===== config.mk =====
export PLATFORM = sky130hd
export DESIGN_NAME = pipe_stage_regs
export DESIGN_NICKNAME = d
export VERILOG_FILES = /design/src/rtl/pipe_stage_regs.sv
export SDC_FILE = /design/constraint.sdc
export NUM_CORES = 1
export LEC_CHECK = 0
export CAP_MARGIN = 20
export CORE_AREA = 2 2 234 236
export CTS_CLUSTER_SIZE = 12
export DETAILED_ROUTE_END_ITERATION = 6
export DIE_AREA = 0 0 236 238
export PLACE_DENSITY = 0.54
export SYNTH_ARGS = -nofsm -noshare
export SYNTH_HDL_FRONTEND = slang
export SYNTH_SLANG_ARGS = --single-unit

===== constraint.sdc =====
create_clock -name clk -period 17.3 [get_ports clk]
set_input_delay 2.595 -clock clk [delete_from_list [all_inputs] [get_ports clk]]
set_output_delay 2.595 -clock clk [all_outputs]
set_load 0.005 [all_outputs]

===== src/rtl/pipe_stage_regs.sv =====
// Pipeline registers for the PC (IF), IF/ID and ID/EX stages of the RV32I core.
// Applies stall/flush hazard controls and keeps stall/flush event counters.
module pipe_stage_regs #(
  parameter int              XLEN     = 32,
  parameter int              CTRL_W   = 12,
  parameter logic [XLEN-1:0] RESET_PC = '0,
  parameter int              CNT_W    = 32
) (
  input  logic              clk,
  input  logic              reset,
  input  logic              StallF,
  input  logic              StallD,
  input  logic              FlushD,
  input  logic              FlushE,
  input  logic [XLEN-1:0]   PCNextF,
  input  logic [XLEN-1:0]   InstrF,
  input  logic [XLEN-1:0]   PCPlus4F,
  output logic [XLEN-1:0]   PCF,
  output logic [XLEN-1:0]   InstrD,
  output logic [XLEN-1:0]   PCD,
  output logic [XLEN-1:0]   PCPlus4D,
  output logic              ValidD,
  input  logic [CTRL_W-1:0] CtrlD,
  input  logic [XLEN-1:0]   RD1D,
  input  logic [XLEN-1:0]   RD2D,
  input  logic [XLEN-1:0]   ImmExtD,
  output logic [4:0]        Rs1D,
  output logic [4:0]        Rs2D,
  output logic [4:0]        RdD,
  output logic [CTRL_W-1:0] CtrlE,
  output logic [XLEN-1:0]   RD1E,
  output logic [XLEN-1:0]   RD2E,
  output logic [XLEN-1:0]   ImmExtE,
  output logic [XLEN-1:0]   PCE,
  output logic [XLEN-1:0]   PCPlus4E,
  output logic [4:0]        Rs1E,
  output logic [4:0]        Rs2E,
  output logic [4:0]        RdE,
  output logic              ValidE,
  output logic [CNT_W-1:0]  StallCnt,
  output logic [CNT_W-1:0]  FlushCnt
);

  always_ff @(posedge clk or posedge reset) begin
    if (reset) begin
      PCF <= RESET_PC;
    end else if (!StallF) begin
      PCF <= PCNextF;
    end
  end

  // IF/ID: flush beats stall so a taken branch kills a stalled load-use slot.
  always_ff @(posedge clk or posedge reset) begin
    if (reset) begin
      InstrD   <= '0;
      PCD      <= '0;
      PCPlus4D <= '0;
      ValidD   <= 1'b0;
    end else if (FlushD) begin
      InstrD   <= '0;
      PCD      <= '0;
      PCPlus4D <= '0;
      ValidD   <= 1'b0;
    end else if (!StallD) begin
      InstrD   <= InstrF;
      PCD      <= PCF;
      PCPlus4D <= PCPlus4F;
      ValidD   <= 1'b1;
    end
  end

  assign Rs1D = InstrD[19:15];
  assign Rs2D = InstrD[24:20];
  assign RdD  = InstrD[11:7];

  // ID/EX: a bubble in decode never forwards control into execute.
  always_ff @(posedge clk or posedge reset) begin
    if (reset) begin
      CtrlE    <= '0;
      RD1E     <= '0;
      RD2E     <= '0;
      ImmExtE  <= '0;
      PCE      <= '0;
      PCPlus4E <= '0;
      Rs1E     <= '0;
      Rs2E     <= '0;
      RdE      <= '0;
      ValidE   <= 1'b0;
    end else if (FlushE) begin
      CtrlE    <= '0;
      RD1E     <= '0;
      RD2E     <= '0;
      ImmExtE  <= '0;
      PCE      <= '0;
      PCPlus4E <= '0;
      Rs1E     <= '0;
      Rs2E     <= '0;
      RdE      <= '0;
      ValidE   <= 1'b0;
    end else begin
      CtrlE    <= ValidD ? CtrlD : '0;
      RD1E     <= RD1D;
      RD2E     <= RD2D;
      ImmExtE  <= ImmExtD;
      PCE      <= PCD;
      PCPlus4E <= PCPlus4D;
      Rs1E     <= Rs1D;
      Rs2E     <= Rs2D;
      RdE      <= RdD;
      ValidE   <= ValidD;
    end
  end

  // Event counters: index 0 counts effective stalls, index 1 counts flushes.
  logic [1:0]       eventHit;
  logic [CNT_W-1:0] eventCnt [2];

  assign eventHit = {FlushD, StallD & ~FlushD};

  generate
    for (genvar gi = 0; gi < 2; gi++) begin : gCnt
      logic [CNT_W-1:0] cntReg;
      always_ff @(posedge clk or posedge reset) begin
        if (reset) begin
          cntReg <= '0;
        end else if (eventHit[gi]) begin
          cntReg <= cntReg + 1'b1;
        end
      end
      assign eventCnt[gi] = cntReg;
    end
  endgenerate

  assign StallCnt = eventCnt[0];
  assign FlushCnt = eventCnt[1];

endmodule


==> flow_summary.html, run 1 <==
<table>
<tr><th>Metric</th><th>Value</th></tr>
<tr><th colspan="2">Clock network</th></tr>
<tr><td>Maximum level of the CTS H-tree</td><td>2</td></tr>
<tr><td>Clk pin slew, worst setup/hold paths</td><td>50 ps</td></tr>
<tr><td>Clock latency at the later pin of the worst-skew pair</td><td>570 ps</td></tr>
<tr><td>TritonCTS clock tree</td><td>yes</td></tr>
<tr><td>Number of buffers created by CTS</td><td>45</td></tr>
<tr><td>Root buf cell</td><td>clkbuf_16</td></tr>
<tr><td>Number of resized instances in the post-cts repair step</td><td>0</td></tr>
<tr><td>Hold bufs inserted after CTS</td><td>0</td></tr>
<tr><td>Count of clock tree sinks</td><td>381</td></tr>
<tr><td>CTS max path bufs</td><td>3</td></tr>
<tr><td>Post-CTS Setup Bufs</td><td>0</td></tr>
<tr><th colspan="2">Critical path</th></tr>
<tr><td>Data required time of the critical path</td><td>17850 ps</td></tr>
<tr><td>CP most frequent cell</td><td>buf_4</td></tr>
<tr><td>Buffers &amp; Inverters on Critical Path</td><td>4</td></tr>
<tr><td>Worst stage delay on the critical path</td><td>860 ps</td></tr>
<tr><td>Kind of end point of the critical path</td><td>async pin</td></tr>
<tr><td>Sequence of cells on the critical path</td><td>clkdlybuf4s50_1 &gt; inv_8 &gt; buf_4 &gt; buf_4</td></tr>
<tr><td>Startpoint Class</td><td>input pin</td></tr>
<tr><td>Data arrival at the endpoint of the critical path</td><td>5490 ps</td></tr>
<tr><td>Class of the most critical setup path</td><td>in2async</td></tr>
<tr><td>Dominant delay contributor by cell family on the critical path</td><td>buffers and inverters</td></tr>
<tr><td>Worst setup path start</td><td>reset</td></tr>
<tr><td>Critical path peak fanout</td><td>105</td></tr>
<tr><td>Slowest CP cell</td><td>buf_4</td></tr>
<tr><td>Worst flop-to-flop path startpoint</td><td>StallCnt[0]</td></tr>
<tr><th colspan="2">Drt</th></tr>
<tr><td>Total number of vias</td><td>9762</td></tr>
<tr><td>Detailed-route wire length per cell</td><td>18.9 um</td></tr>
<tr><td>Post-route antenna net violation count</td><td>0</td></tr>
<tr><td>Number of detailed-route iterations in the first pass</td><td>4</td></tr>
<tr><td>DRC violations left</td><td>0</td></tr>
<tr><td>DRC marker count from the first detailed-route iteration</td><td>331</td></tr>
<tr><td>WL final</td><td>44700 um</td></tr>
<tr><td>Via count normalized by instance count</td><td>4.13</td></tr>
<tr><th colspan="2">STA</th></tr>
<tr><td>Unrepaired setup endpoints after global routing</td><td>false</td></tr>
<tr><td>Setup tns final</td><td>0 ps</td></tr>
<tr><td>Final setup skew</td><td>17.9 ps</td></tr>
<tr><td>Share of the clock period used by the worst path</td><td>0.285</td></tr>
<tr><td>F_max</td><td>0.203 GHz</td></tr>
<tr><td>Final worst path period need</td><td>4930 ps</td></tr>
<tr><td>Slew @ Worst Pin</td><td>1020 ps</td></tr>
<tr><td>Max Transition Viols Final</td><td>0</td></tr>
<tr><td>Worst Hold Margin</td><td>480 ps</td></tr>
<tr><td>Worst setup margin</td><td>12370 ps</td></tr>
<tr><td>Setup violation total in the final timing report</td><td>0</td></tr>
<tr><td>Headroom to the max-slew limit</td><td>0.322</td></tr>
<tr><td>Number of endpoints with negative hold slack in the final report</td><td>0</td></tr>
<tr><th colspan="2">Synthesis</th></tr>
<tr><td>Compound-gate portion of the synthesized area</td><td>0.000359</td></tr>
<tr><td>Post-synthesis share of cell area spent on and, or, nand and nor gates</td><td>0.155</td></tr>
<tr><td>Post-synthesis instance area</td><td>13900 um2</td></tr>
<tr><td>Fraction of synthesized cell area in xor and xnor cells</td><td>0.0390</td></tr>
<tr><td>Warnings from Yosys</td><td>0</td></tr>
<tr><td>Post-synthesis instance total</td><td>1038</td></tr>
<tr><td>Number of nets produced by synthesis</td><td>1250</td></tr>
<tr><td>Number of unique standard cell types used by synthesis</td><td>32</td></tr>
<tr><td>Register area share after synthesis</td><td>0.685</td></tr>
<tr><td>Synthesized area per cell</td><td>13.4 um2</td></tr>
<tr><td>Adder and majority cell fraction of the synthesized area</td><td>0.00180</td></tr>
<tr><td>Main combinational cell family by area after synthesis</td><td>simple AND/OR/NAND/NOR gates</td></tr>
<tr><td>Flops &amp; latches, synth</td><td>381</td></tr>
<tr><td>Mux share of post-synthesis cell area</td><td>0.0965</td></tr>
<tr><th colspan="2">Cells and area</th></tr>
<tr><td>Number of nets in the layout</td><td>1848</td></tr>
<tr><td>End-of-flow core utilization</td><td>0.412</td></tr>
<tr><td>Share of final-layout standard cells stronger than drive strength 1</td><td>0.0685</td></tr>
<tr><td>Area growth from synthesis to layout</td><td>58.1%</td></tr>
<tr><th colspan="2">Power</th></tr>
<tr><td>Static Leakage</td><td>0.00981 uW</td></tr>
<tr><td>Max rail drop VDD</td><td>0.0790 mV</td></tr>
<tr><td>Total Power Consumption</td><td>2190 uW</td></tr>
<tr><td>PwrDens</td><td>99.3 nW/um2</td></tr>
<tr><th colspan="2">Worst hold path</th></tr>
<tr><td>Tightest Hold Check Type</td><td>reg2reg</td></tr>
<tr><td>Worst hold start</td><td>FlushCnt[31]</td></tr>
<tr><th colspan="2">Place</th></tr>
<tr><td>Port-buffer cells</td><td>605</td></tr>
<tr><td>Worst Setup Slack post-DPL</td><td>11630 ps</td></tr>
<tr><td>HPWL reported at the end of detailed placement</td><td>31600 um</td></tr>
<tr><td>Final weighted congestion in routability-driven placement</td><td>0.796</td></tr>
<tr><th colspan="2">Die</th></tr>
<tr><td>Core area</td><td>53500 um2</td></tr>
<tr><td>Initial Util</td><td>0.260</td></tr>
<tr><td>DIE WIDTH</td><td>236 um</td></tr>
<tr><td>Die boundary height</td><td>238 um</td></tr>
<tr><td>Site Rows</td><td>85</td></tr>
<tr><td>Area of the die</td><td>56200 um2</td></tr>
<tr><td>Count of pins on the block boundary</td><td>606</td></tr>
<tr><th colspan="2">Run</th></tr>
<tr><td># Max-Cap Violations</td><td>0</td></tr>
<tr><th colspan="2">GRT</th></tr>
<tr><td>Vias in the first global route</td><td>10500</td></tr>
<tr><td>Initial antenna violation count</td><td>1</td></tr>
<tr><td>Overall overflow remaining after global route</td><td>0</td></tr>
<tr><td>Aggregate global-route resource usage</td><td>0.156</td></tr>
<tr><td>First-pass GRT wire length</td><td>66800 um</td></tr>
<tr><td>Largest net degree at the start of global routing</td><td>106</td></tr>
<tr><th colspan="2">Outcome</th></tr>
<tr><td>Result of the run</td><td>completed</td></tr>
</table>
-- report_power, final --
| group | internal, uW | switching (uW) |
|---|---|---|
| Clock | 526 | 374 |
| Sequential | 947 | 43.5 |
| Combinational | 181 | 114 |
-- routing by layer --
metal,part of all wire,routed length [um],GRT usage
met4,0.023,1010,0.0452
met1,0.41,18100,0.187
met5,0,0,0
met3,0.080,3570,0.0547
met2,0.49,21900,0.263
-- through the flow --
stage          cells  instance area [um2]
3_5_place_dp    2285                20600
3_3_place_gp    2285                20600
5_1_grt         2361                22000
6_report        2361                22000
4_1_cts         2360                22000
2_1_floorplan   1038                13900
-- cell families (layout without fill, tap and decap cells) --
kind of cell,after synthesis,count (layout)
AO/OA/AOI/OAI,1,1
AND/OR/NAND/NOR,396,396
multiplexers,130,130
buffers and inverters,66,692
adder cells (fa/ha/maj),2,2
flip-flops,381,381
other,0,1
XOR/XNOR,62,62
-- registers in the layout, summed over array words and instances, names as in the netlist --
signal / flops
CtrlE: 12
FlushCnt: 32
ImmExtE: 32
InstrD: 32
PCD: 32
PCE: 32
PCF: 32
PCPlus4D: 32
PCPlus4E: 32
RD1E: 32
RD2E: 32
RdE: 5
Rs1E: 5
Rs2E: 5
StallCnt: 32
ValidD: 1
ValidE: 1
-- cells in the final DEF, fill, tap and decap left out, types with 25 or more instances in the layout --
cell / n
clkdlybuf4s50_1: 602
dfrtp_1: 381
nor2b_1: 175
nor2_1: 112
mux2i_1: 96
clkbuf_16: 46
xnor2_1: 37
mux2_2: 34
nand2_1: 27
xor2_1: 25
-- synth_stat cells, drive strengths merged --
| library cell | number | area (um2) |
|---|---|---|
| and2 | 14 | 87.6 |
| ha | 2 | 25.0 |
| xor2 | 25 | 219 |
| mux2 | 34 | 383 |
| nor3b | 1 | 7.51 |
| nand3 | 18 | 95.1 |
| and2b | 1 | 7.51 |
| or4 | 1 | 7.51 |
| nor2 | 113 | 427 |
| and3 | 13 | 81.3 |
| inv | 4 | 15.0 |
| and4 | 8 | 70.1 |
| nand4 | 12 | 75.1 |
| mux2i | 96 | 961 |
| nor3 | 7 | 51.3 |
| nand2 | 27 | 101 |
| buf | 35 | 195 |
| nor4 | 1 | 21.3 |
| nand3b | 1 | 7.51 |
| or2 | 1 | 6.26 |
| xnor2 | 37 | 324 |
| a21oi | 1 | 5.00 |
| nor2b | 175 | 1090 |
| dfrtp | 381 | 9530 |
| or3 | 3 | 18.8 |
| clkbuf | 27 | 101 |
-- area by class of cell --
class	instances	area (um2)
clock buffers	68	1320
repair buffers	613	6120
fillers	5073	31500
multi-input cells	591	4080
inverters	4	22.5
well taps	696	871
flip-flops and latches	381	9530
clock inverters	7	67.6
diodes	1	2.50
-- worst reg2reg max path, stage by stage (launching register included) --
cell and delay, ps:
dfrtp_1 410, ha_1 170, nand3b_1 120, or4_1 620, nor2_1 290, nand4_1 170, xnor2_1 150
-- path summary, 6_finish.rpt --
kind | cells past startpoint | end | slack, ps
min in group asynchronous | 2 | RD2E[19] | 2600
hold / removal | 1 | FlushCnt[31] | 480
setup reg to reg | 6 | StallCnt[18] | 15250
max in group clk | 1 | StallCnt[4] | 13110
hold reg to reg | 1 | FlushCnt[31] | 480
setup / recovery | 4 | RdE[2] | 12370
(Power assumes the default switching activity.)
==> inputs of run 2 (changes only) <==
CORE_AREA = 2 2 239 241   (was 2 2 234 236)
DIE_AREA = 0 0 241 243   (was 0 0 236 238)
clock period = 4 ns   (was 17.3 ns; I/O delays follow)
==> run 2 against run 1 <==
Compared with the run above: sequential share of layout area shrank 0.45 points; global-route usage grew 0.052 points; register-to-register slack lost 13000 ps; die area grew 4.3%; combinational power grew to 4.4 times the previous value; worst hold slack gained 2.0 ps; setup slack lost 11000 ps.
==> flow_summary.html, run 2 (synthesis results as in run 1) <==
<table>
<tr><th>Metric</th><th>Value</th></tr>
<tr><th colspan="2">Die</th></tr>
<tr><td>Area of the die</td><td>58600 um2 (was 56200 um2)</td></tr>
<tr><td>Die boundary height</td><td>243 um (was 238 um)</td></tr>
<tr><td>DIE WIDTH</td><td>241 um (was 236 um)</td></tr>
<tr><td>Core area</td><td>56000 um2 (was 53500 um2)</td></tr>
<tr><td>Site Rows</td><td>87 (was 85)</td></tr>
<tr><td>Initial Util</td><td>0.249 (was 0.260)</td></tr>
<tr><td>Count of pins on the block boundary</td><td>606 (unchanged)</td></tr>
<tr><th colspan="2">GRT</th></tr>
<tr><td>Overall overflow remaining after global route</td><td>0 (unchanged)</td></tr>
<tr><td>First-pass GRT wire length</td><td>69400 um (was 66800 um)</td></tr>
<tr><td>Aggregate global-route resource usage</td><td>0.156 (about the same)</td></tr>
<tr><td>Vias in the first global route</td><td>10800 (was 10500)</td></tr>
<tr><td>Largest net degree at the start of global routing</td><td>112 (was 106)</td></tr>
<tr><td>Initial antenna violation count</td><td>2 (was 1)</td></tr>
<tr><th colspan="2">Critical path</th></tr>
<tr><td>CP endpoint</td><td>PCPlus4D[31] (was RdE[2])</td></tr>
<tr><td>Data required time of the critical path</td><td>3400 ps (was 17850 ps)</td></tr>
<tr><td>Dominant delay contributor by cell family on the critical path</td><td>buffers and inverters (unchanged)</td></tr>
<tr><td>Worst setup slack for register-to-register paths</td><td>1990 ps (was 15250 ps)</td></tr>
<tr><td>Data arrival at the endpoint of the critical path</td><td>1680 ps (was 5490 ps)</td></tr>
<tr><td>Worst stage delay on the critical path</td><td>610 ps (was 860 ps)</td></tr>
<tr><td>Kind of end point of the critical path</td><td>output pin (was async pin)</td></tr>
<tr><td>Class of the most critical setup path</td><td>reg2out (was in2async)</td></tr>
<tr><td>FF-to-FF path depth</td><td>6 (unchanged)</td></tr>
<tr><td>Buffers &amp; Inverters on Critical Path</td><td>1 (was 4)</td></tr>
<tr><td>Critical path peak fanout</td><td>3 (was 105)</td></tr>
<tr><td>Startpoint Class</td><td>flip-flop (was input pin)</td></tr>
<tr><td>Worst reg2reg path endpoint</td><td>StallCnt[18] (unchanged)</td></tr>
<tr><td>Worst flop-to-flop path startpoint</td><td>StallCnt[0] (unchanged)</td></tr>
<tr><td>Worst setup path start</td><td>PCPlus4D[31] (was reset)</td></tr>
<tr><td>Sequence of cells on the critical path</td><td>clkdlybuf4s50_1 (was clkdlybuf4s50_1 &gt; inv_8 &gt; buf_4 &gt; buf_4)</td></tr>
<tr><td>Slowest CP cell</td><td>clkdlybuf4s50_1 (was buf_4)</td></tr>
<tr><td>Number of cells on the critical path</td><td>1 (was 4)</td></tr>
<tr><th colspan="2">Power</th></tr>
<tr><td>Static Leakage</td><td>0.00989 uW (was 0.00981 uW)</td></tr>
<tr><td>Max rail drop VDD</td><td>0.321 mV (was 0.0790 mV)</td></tr>
<tr><td>Total Power Consumption</td><td>9600 uW (was 2190 uW)</td></tr>
<tr><td>PwrDens</td><td>432 nW/um2 (was 99.3 nW/um2)</td></tr>
<tr><th colspan="2">Cells and area</th></tr>
<tr><td>Most common library cell in the layout ignoring fill and taps</td><td>clkdlybuf4s50_1 (unchanged)</td></tr>
<tr><td>Share of final-layout standard cells stronger than drive strength 1</td><td>0.0771 (was 0.0685)</td></tr>
<tr><td>Number of fill cells in the layout</td><td>5440 (was 5073)</td></tr>
<tr><td>Area growth from synthesis to layout</td><td>59.8% (was 58.1%)</td></tr>
<tr><td>End-of-flow core utilization</td><td>0.398 (was 0.412)</td></tr>
<tr><td>Number of nets in the layout</td><td>1853 (was 1848)</td></tr>
<tr><td>Commonest cells after routing, fill and taps aside</td><td>clkdlybuf4s50_1 (601), dfrtp_1 (381), nor2b_1 (175) (was clkdlybuf4s50_1 (602), dfrtp_1 (381), nor2b_1 (175))</td></tr>
<tr><td>Number of antenna repair diodes</td><td>0 (was 1)</td></tr>
<tr><td>Final instance area</td><td>22200 um2 (was 22000 um2)</td></tr>
<tr><th colspan="2">Place</th></tr>
<tr><td>Final weighted congestion in routability-driven placement</td><td>0.789 (was 0.796)</td></tr>
<tr><td>Worst Setup Slack post-DPL</td><td>1340 ps (was 11630 ps)</td></tr>
<tr><td>Port-buffer cells</td><td>605 (unchanged)</td></tr>
<tr><td>HPWL reported at the end of detailed placement</td><td>33400 um (was 31600 um)</td></tr>
<tr><td>Total cell area at the placement stage</td><td>20800 um2 (was 20600 um2)</td></tr>
<tr><th colspan="2">STA</th></tr>
<tr><td>Headroom to the max-slew limit</td><td>0.283 (was 0.322)</td></tr>
<tr><td>Slew @ Worst Pin</td><td>1080 ps (was 1020 ps)</td></tr>
<tr><td>Max Transition Viols Final</td><td>0 (unchanged)</td></tr>
<tr><td>Final worst path period need</td><td>2280 ps</td></tr>
<tr><td>Setup violation total in the final timing report</td><td>0 (unchanged)</td></tr>
<tr><td>Setup tns final</td><td>0 ps (unchanged)</td></tr>
<tr><td>Final setup skew</td><td>13.5 ps (was 17.9 ps)</td></tr>
<tr><td>F_max</td><td>0.438 GHz</td></tr>
<tr><td>Number of endpoints with negative hold slack in the final report</td><td>0 (unchanged)</td></tr>
<tr><td>Worst setup margin</td><td>1720 ps (was 12370 ps)</td></tr>
<tr><td>Share of the clock period used by the worst path</td><td>0.570</td></tr>
<tr><td>Unrepaired setup endpoints after global routing</td><td>false (unchanged)</td></tr>
<tr><th colspan="2">Drt</th></tr>
<tr><td>Detailed-route wire length per cell</td><td>19.1 um (was 18.9 um)</td></tr>
<tr><td>Total number of vias</td><td>9888 (was 9762)</td></tr>
<tr><td>Post-route antenna net violation count</td><td>0 (unchanged)</td></tr>
<tr><td>Via count normalized by instance count</td><td>4.07 (was 4.13)</td></tr>
<tr><td>Number of detailed-route iterations in the first pass</td><td>6 (was 4)</td></tr>
<tr><td>WL final</td><td>46300 um (was 44700 um)</td></tr>
<tr><td>DRC marker count from the first detailed-route iteration</td><td>265 (was 331)</td></tr>
<tr><td>DRC violations left</td><td>0 (unchanged)</td></tr>
<tr><th colspan="2">Clock network</th></tr>
<tr><td>Count of clock tree sinks</td><td>381 (unchanged)</td></tr>
<tr><td>TritonCTS clock tree</td><td>yes (unchanged)</td></tr>
<tr><td>Post-CTS Setup Bufs</td><td>0 (unchanged)</td></tr>
<tr><td>Number of buffers created by CTS</td><td>44 (was 45)</td></tr>
<tr><td>Root buf cell</td><td>clkbuf_16 (unchanged)</td></tr>
<tr><td>Hold bufs inserted after CTS</td><td>0 (unchanged)</td></tr>
<tr><td>Clock latency at the later pin of the worst-skew pair</td><td>560 ps (was 570 ps)</td></tr>
<tr><td>CTS max path bufs</td><td>3 (unchanged)</td></tr>
<tr><td>Number of resized instances in the post-cts repair step</td><td>0 (unchanged)</td></tr>
<tr><td>Clk pin slew, worst setup/hold paths</td><td>60 ps (was 50 ps)</td></tr>
<tr><td>Maximum level of the CTS H-tree</td><td>2 (unchanged)</td></tr>
<tr><th colspan="2">Worst hold path</th></tr>
<tr><td>Tightest Hold Check Type</td><td>reg2reg (unchanged)</td></tr>
<tr><th colspan="2">Run</th></tr>
<tr><td># Max-Cap Violations</td><td>0 (unchanged)</td></tr>
<tr><th colspan="2">Outcome</th></tr>
<tr><td>Result of the run</td><td>completed (unchanged)</td></tr>
</table>
-- run 2: cell types whose count changed in the layout (fill, tap and decap cells not counted), moves of 2 or more --
cell        delta
buf_12         +5
clkinvlp_4     +3
clkbuf_8       +2
inv_6          +2
clkinv_2       +3
clkbuf_1       -4
bufinv_16      +2
-- run 2: how the worst min path moves through the flow --
| stage | to | slack (ps) | depth (start not counted) | from |
|---|---|---|---|---|
| finish | FlushCnt[31] | 480 | 1 | FlushCnt[31] |
| global route | StallCnt[31] | 500 | 1 | StallCnt[31] |
| CTS | FlushCnt[31] | 480 | 1 | FlushCnt[31] |
| detailed placement | FlushCnt[31] | 480 | 1 | FlushCnt[31] |
| global placement | StallCnt[31] | 470 | 1 | StallCnt[31] |
| floorplan | FlushCnt[31] | 460 | 1 | FlushCnt[31] |
-- run 2: per-layer routing --
layer | vias to the layer above | part of all wire | track usage
li1 | 4554 | - | -
met1 | 4922 | 0.39 | 0.181
met2 | 347 | 0.50 | 0.267
met3 | 63 | 0.091 | 0.0577
met4 | 2 | 0.022 | 0.0443
met5 | - | 0.00024 | 0
-- run 2: area by class of cell --
type	instances	area [um2]	share of cell area
sequential	381	9530	0.429
timing repair buffer	619	6220	0.280
multi-input combinational	591	4080	0.183
clock buffer	65	1310	0.0589
tap	756	946	0.0425
clock inverter	14	139	0.00624
inverter	4	18.8	0.000844
-- run 2: metrics by stage --
step	instances	hold WS, ps
after global routing	2430	497
final	2430	482
after floorplan	1038	465
after detailed placement	2351	477
after CTS	2430	484
after global placement	2351	468
-- run 2: worst register-to-register path: stages, from the launching register on --
cell	delay, ps
dfrtp_1	420
ha_1	180
nand3b_1	120
or4_1	620
nor2_1	250
nand4_1	150
xnor2_1	160
-- run 2: where the power goes --
part	internal, uW	switching, uW
Sequential	4100	200
Combinational	793	492
Clock	2400	1620
==> inputs of run 3 (changes only) <==
clock period = 1.9 ns   (was 4 ns; I/O delays follow)
==> run 3 against run 2 <==
Compared with the run above: routed wire length shrank 0.17%; cell area is 1.8% higher; first-iteration DRC count is 15% higher; utilization up 0.70 points; cell count increased by 1.4%; via count rose by 1.1%; clock power grew 110%; critical path type unchanged.
==> flow_summary.html, run 3 (synthesis results as in run 1) <==
<table>
<tr><th>Metric</th><th>Value</th></tr>
<tr><th colspan="2">Worst hold path</th></tr>
<tr><td>Worst hold start</td><td>FlushE (was FlushCnt[31])</td></tr>
<tr><td>Hold Path Stages</td><td>2 (was 1)</td></tr>
<tr><td>Worst Hold Endpoint</td><td>PCPlus4E[5] (was FlushCnt[31])</td></tr>
<tr><td>Tightest Hold Check Type</td><td>in2reg (was reg2reg)</td></tr>
<tr><th colspan="2">Critical path</th></tr>
<tr><td>Worst setup slack for register-to-register paths</td><td>70 ps (was 1990 ps)</td></tr>
<tr><td>Sequence of cells on the critical path</td><td>clkdlybuf4s50_1 (unchanged)</td></tr>
<tr><td>Class of the most critical setup path</td><td>reg2out (unchanged)</td></tr>
<tr><td>Worst reg2reg path endpoint</td><td>StallCnt[16] (was StallCnt[18])</td></tr>
<tr><td>Worst stage delay on the critical path</td><td>560 ps (was 610 ps)</td></tr>
<tr><td>FF-to-FF path depth</td><td>7 (was 6)</td></tr>
<tr><td>Worst flop-to-flop path startpoint</td><td>StallCnt[1] (was StallCnt[0])</td></tr>
<tr><td>Buffers &amp; Inverters on Critical Path</td><td>1 (unchanged)</td></tr>
<tr><td>Data required time of the critical path</td><td>1620 ps (was 3400 ps)</td></tr>
<tr><td>Kind of end point of the critical path</td><td>output pin (unchanged)</td></tr>
<tr><td>Startpoint Class</td><td>flip-flop (unchanged)</td></tr>
<tr><td>Critical path peak fanout</td><td>6 (was 3)</td></tr>
<tr><td>Dominant delay contributor by cell family on the critical path</td><td>buffers and inverters (unchanged)</td></tr>
<tr><td>Worst setup path start</td><td>FlushCnt[3] (was PCPlus4D[31])</td></tr>
<tr><td>Data arrival at the endpoint of the critical path</td><td>1550 ps (was 1680 ps)</td></tr>
<tr><td>Slowest CP cell</td><td>clkdlybuf4s50_1 (unchanged)</td></tr>
<tr><th colspan="2">Cells and area</th></tr>
<tr><td>Share of final-layout standard cells stronger than drive strength 1</td><td>0.104 (was 0.0771)</td></tr>
<tr><td>Commonest cells after routing, fill and taps aside</td><td>clkdlybuf4s50_1 (585), dfrtp_1 (373), nor2b_1 (175) (was clkdlybuf4s50_1 (601), dfrtp_1 (381), nor2b_1 (175))</td></tr>
<tr><td>Most common library cell in the layout ignoring fill and taps</td><td>clkdlybuf4s50_1 (unchanged)</td></tr>
<tr><td>Area growth from synthesis to layout</td><td>62.6% (was 59.8%)</td></tr>
<tr><td>Number of nets in the layout</td><td>1889 (was 1853)</td></tr>
<tr><td>Number of cells in the finished layout apart from fillers</td><td>2465 (was 2430)</td></tr>
<tr><th colspan="2">Drt</th></tr>
<tr><td>Total number of vias</td><td>9996 (was 9888)</td></tr>
<tr><td>WL final</td><td>46200 um (was 46300 um)</td></tr>
<tr><td>Post-route antenna net violation count</td><td>0 (unchanged)</td></tr>
<tr><td>DRC violations left</td><td>0 (unchanged)</td></tr>
<tr><td>Detailed-route wire length per cell</td><td>18.8 um (was 19.1 um)</td></tr>
<tr><td>DRC marker count from the first detailed-route iteration</td><td>306 (was 265)</td></tr>
<tr><td>Number of detailed-route iterations in the first pass</td><td>4 (was 6)</td></tr>
<tr><td>Via count normalized by instance count</td><td>4.06 (was 4.07)</td></tr>
<tr><th colspan="2">Run</th></tr>
<tr><td># Max-Cap Violations</td><td>0 (unchanged)</td></tr>
<tr><th colspan="2">STA</th></tr>
<tr><td>Max Transition Viols Final</td><td>0 (unchanged)</td></tr>
<tr><td>F_max</td><td>0.544 GHz</td></tr>
<tr><td>Share of the clock period used by the worst path</td><td>0.968</td></tr>
<tr><td>Number of endpoints with negative hold slack in the final report</td><td>0 (unchanged)</td></tr>
<tr><td>Final setup skew</td><td>11.3 ps (was 13.5 ps)</td></tr>
<tr><td>Worst Hold Margin</td><td>50.9 ps (was 482 ps)</td></tr>
<tr><td>Unrepaired setup endpoints after global routing</td><td>true (was false)</td></tr>
<tr><td>Slew @ Worst Pin</td><td>810 ps (was 1080 ps)</td></tr>
<tr><td>Headroom to the max-slew limit</td><td>0.460 (was 0.283)</td></tr>
<tr><td>Final worst path period need</td><td>1840 ps</td></tr>
<tr><td>Setup violation total in the final timing report</td><td>0 (unchanged)</td></tr>
<tr><th colspan="2">Place</th></tr>
<tr><td>Final weighted congestion in routability-driven placement</td><td>0.807 (was 0.789)</td></tr>
<tr><td>Port-buffer cells</td><td>605 (unchanged)</td></tr>
<tr><td>HPWL reported at the end of detailed placement</td><td>34400 um (was 33400 um)</td></tr>
<tr><td>Post-Place Cells</td><td>2380 (was 2351)</td></tr>
<tr><th colspan="2">GRT</th></tr>
<tr><td>Vias in the first global route</td><td>10800 (about the same)</td></tr>
<tr><td>Met2 Use GR</td><td>0.260 (was 0.267)</td></tr>
<tr><td>Routing usage on met1</td><td>0.187 (was 0.181)</td></tr>
<tr><td>First-pass GRT wire length</td><td>69100 um (was 69400 um)</td></tr>
<tr><td>Most used routing layer</td><td>met2 (unchanged)</td></tr>
<tr><td>Aggregate global-route resource usage</td><td>0.156 (about the same)</td></tr>
<tr><td>Met3 demand-to-capacity share in global routing</td><td>0.0557 (was 0.0577)</td></tr>
<tr><td>Initial antenna violation count</td><td>4 (was 2)</td></tr>
<tr><td>Overall overflow remaining after global route</td><td>0 (unchanged)</td></tr>
<tr><td>Largest net degree at the start of global routing</td><td>70 (was 112)</td></tr>
<tr><th colspan="2">Clock network</th></tr>
<tr><td>Clock latency at the later pin of the worst-skew pair</td><td>550 ps (was 560 ps)</td></tr>
<tr><td>Hold bufs inserted after CTS</td><td>0 (unchanged)</td></tr>
<tr><td>Clk pin slew, worst setup/hold paths</td><td>60 ps (about the same)</td></tr>
<tr><td>CTS max path bufs</td><td>3 (unchanged)</td></tr>
<tr><td>Maximum level of the CTS H-tree</td><td>2 (unchanged)</td></tr>
<tr><td>TritonCTS clock tree</td><td>yes (unchanged)</td></tr>
<tr><td>Number of buffers created by CTS</td><td>44 (unchanged)</td></tr>
<tr><td>Count of clock tree sinks</td><td>381 (unchanged)</td></tr>
<tr><td>Root buf cell</td><td>clkbuf_16 (unchanged)</td></tr>
<tr><th colspan="2">Power</th></tr>
<tr><td>Max rail drop VDD</td><td>0.709 mV (was 0.321 mV)</td></tr>
<tr><td>Share of power burned in combinational logic</td><td>0.139 (was 0.134)</td></tr>
<tr><td>Fraction of power spent switching nets</td><td>0.239 (was 0.241)</td></tr>
<tr><td>PwrDens</td><td>904 nW/um2 (was 432 nW/um2)</td></tr>
<tr><td>Fraction of power consumed by the clock network</td><td>0.422 (was 0.419)</td></tr>
<tr><td>Static Leakage</td><td>0.0102 uW (was 0.00989 uW)</td></tr>
<tr><td>Switch Pwr</td><td>4880 uW (was 2310 uW)</td></tr>
<tr><td>Sequential power share</td><td>0.439 (was 0.447)</td></tr>
<tr><td>Pint</td><td>15600 uW (was 7290 uW)</td></tr>
<tr><th colspan="2">Die</th></tr>
<tr><td>Site Rows</td><td>87 (unchanged)</td></tr>
<tr><td>Count of pins on the block boundary</td><td>606 (unchanged)</td></tr>
<tr><td>Core area</td><td>56000 um2 (unchanged)</td></tr>
<tr><td>DIE WIDTH</td><td>241 um (unchanged)</td></tr>
<tr><td>Initial Util</td><td>0.249 (unchanged)</td></tr>
<tr><td>Die boundary height</td><td>243 um (unchanged)</td></tr>
<tr><td>Area of the die</td><td>58600 um2 (unchanged)</td></tr>
<tr><th colspan="2">Outcome</th></tr>
<tr><td>Result of the run</td><td>completed (unchanged)</td></tr>
</table>
[run 3: cell count changes in the layout (fill, tap and decap cells not counted), moves of 3 or more]
cell,change
clkdlybuf4s50_1,-16
clkbuf_1,-3
dfrtp_2,+8
dlygate4sd2_1,+11
buf_4,+30
dlymetal6s2s_1,+5
dfrtp_1,-8
buf_12,+5
[run 3: timing repair]
item | in CTS | in global routing
setup endpoints to repair | 17 | 18
pin swaps | 0 | 8
gates resized for setup | 16 | 13
setup buffers | 2 | 5
[run 3: power by group through the flow]
stage	clock, uW	sequential, uW	combinational, uW
CTS	8910	8980	2930
global route	9290	9040	3110
floorplan	0	9150	848
detailed placement	0	9120	2950
global placement	0	9090	2940
finish	8630	8970	2850
[run 3: final cells by class]
class	instances	area (um2)
fillers	5377	33300
flip-flops and latches	381	9540
repair buffers	655	6550
multi-input cells	591	4090
clock buffers	61	1270
well taps	756	946
clock inverters	16	201
inverters	4	18.8
diodes	1	2.50
[run 3: per-layer routing]
layer	part of all wire	up-vias	wire [um]
met3	0.090	72	4180
li1	-	4632	-
met1	0.39	4949	18300
met5	0.00058	-	27
met4	0.025	4	1170
met2	0.49	339	22600
[run 3: metrics by stage]
stage / setup WS [ps] / util / TNS, ps / total power [uW] / cell area [um2]
2_1_floorplan: -3510 / - / -1335410 / 9990 / 13900
3_3_place_gp: 3.13 / 0.377 / 0 / 12000 / 21100
3_5_place_dp: 19.2 / 0.377 / 0 / 12100 / 21100
4_1_cts: 4.99 / 0.403 / 0 / 20800 / 22600
5_1_grt: -70.4 / 0.405 / -199 / 21400 / 22600
6_report: 61.4 / 0.405 / 0 / 20500 / 22600
[run 3: worst max path at each step]
| stage | slack, ps | end | depth (start not counted) |
|---|---|---|---|
| 3_3_place_gp | 3 | StallCnt[16] | 7 |
| 2_1_floorplan | -3510 | CtrlE[0] | 1 |
| 6_report | 60 | FlushCnt[3] | 1 |
| 3_5_place_dp | 20 | StallCnt[16] | 7 |
| 5_1_grt | -70 | StallCnt[16] | 7 |
| 4_1_cts | 5 | StallCnt[8] | 2 |
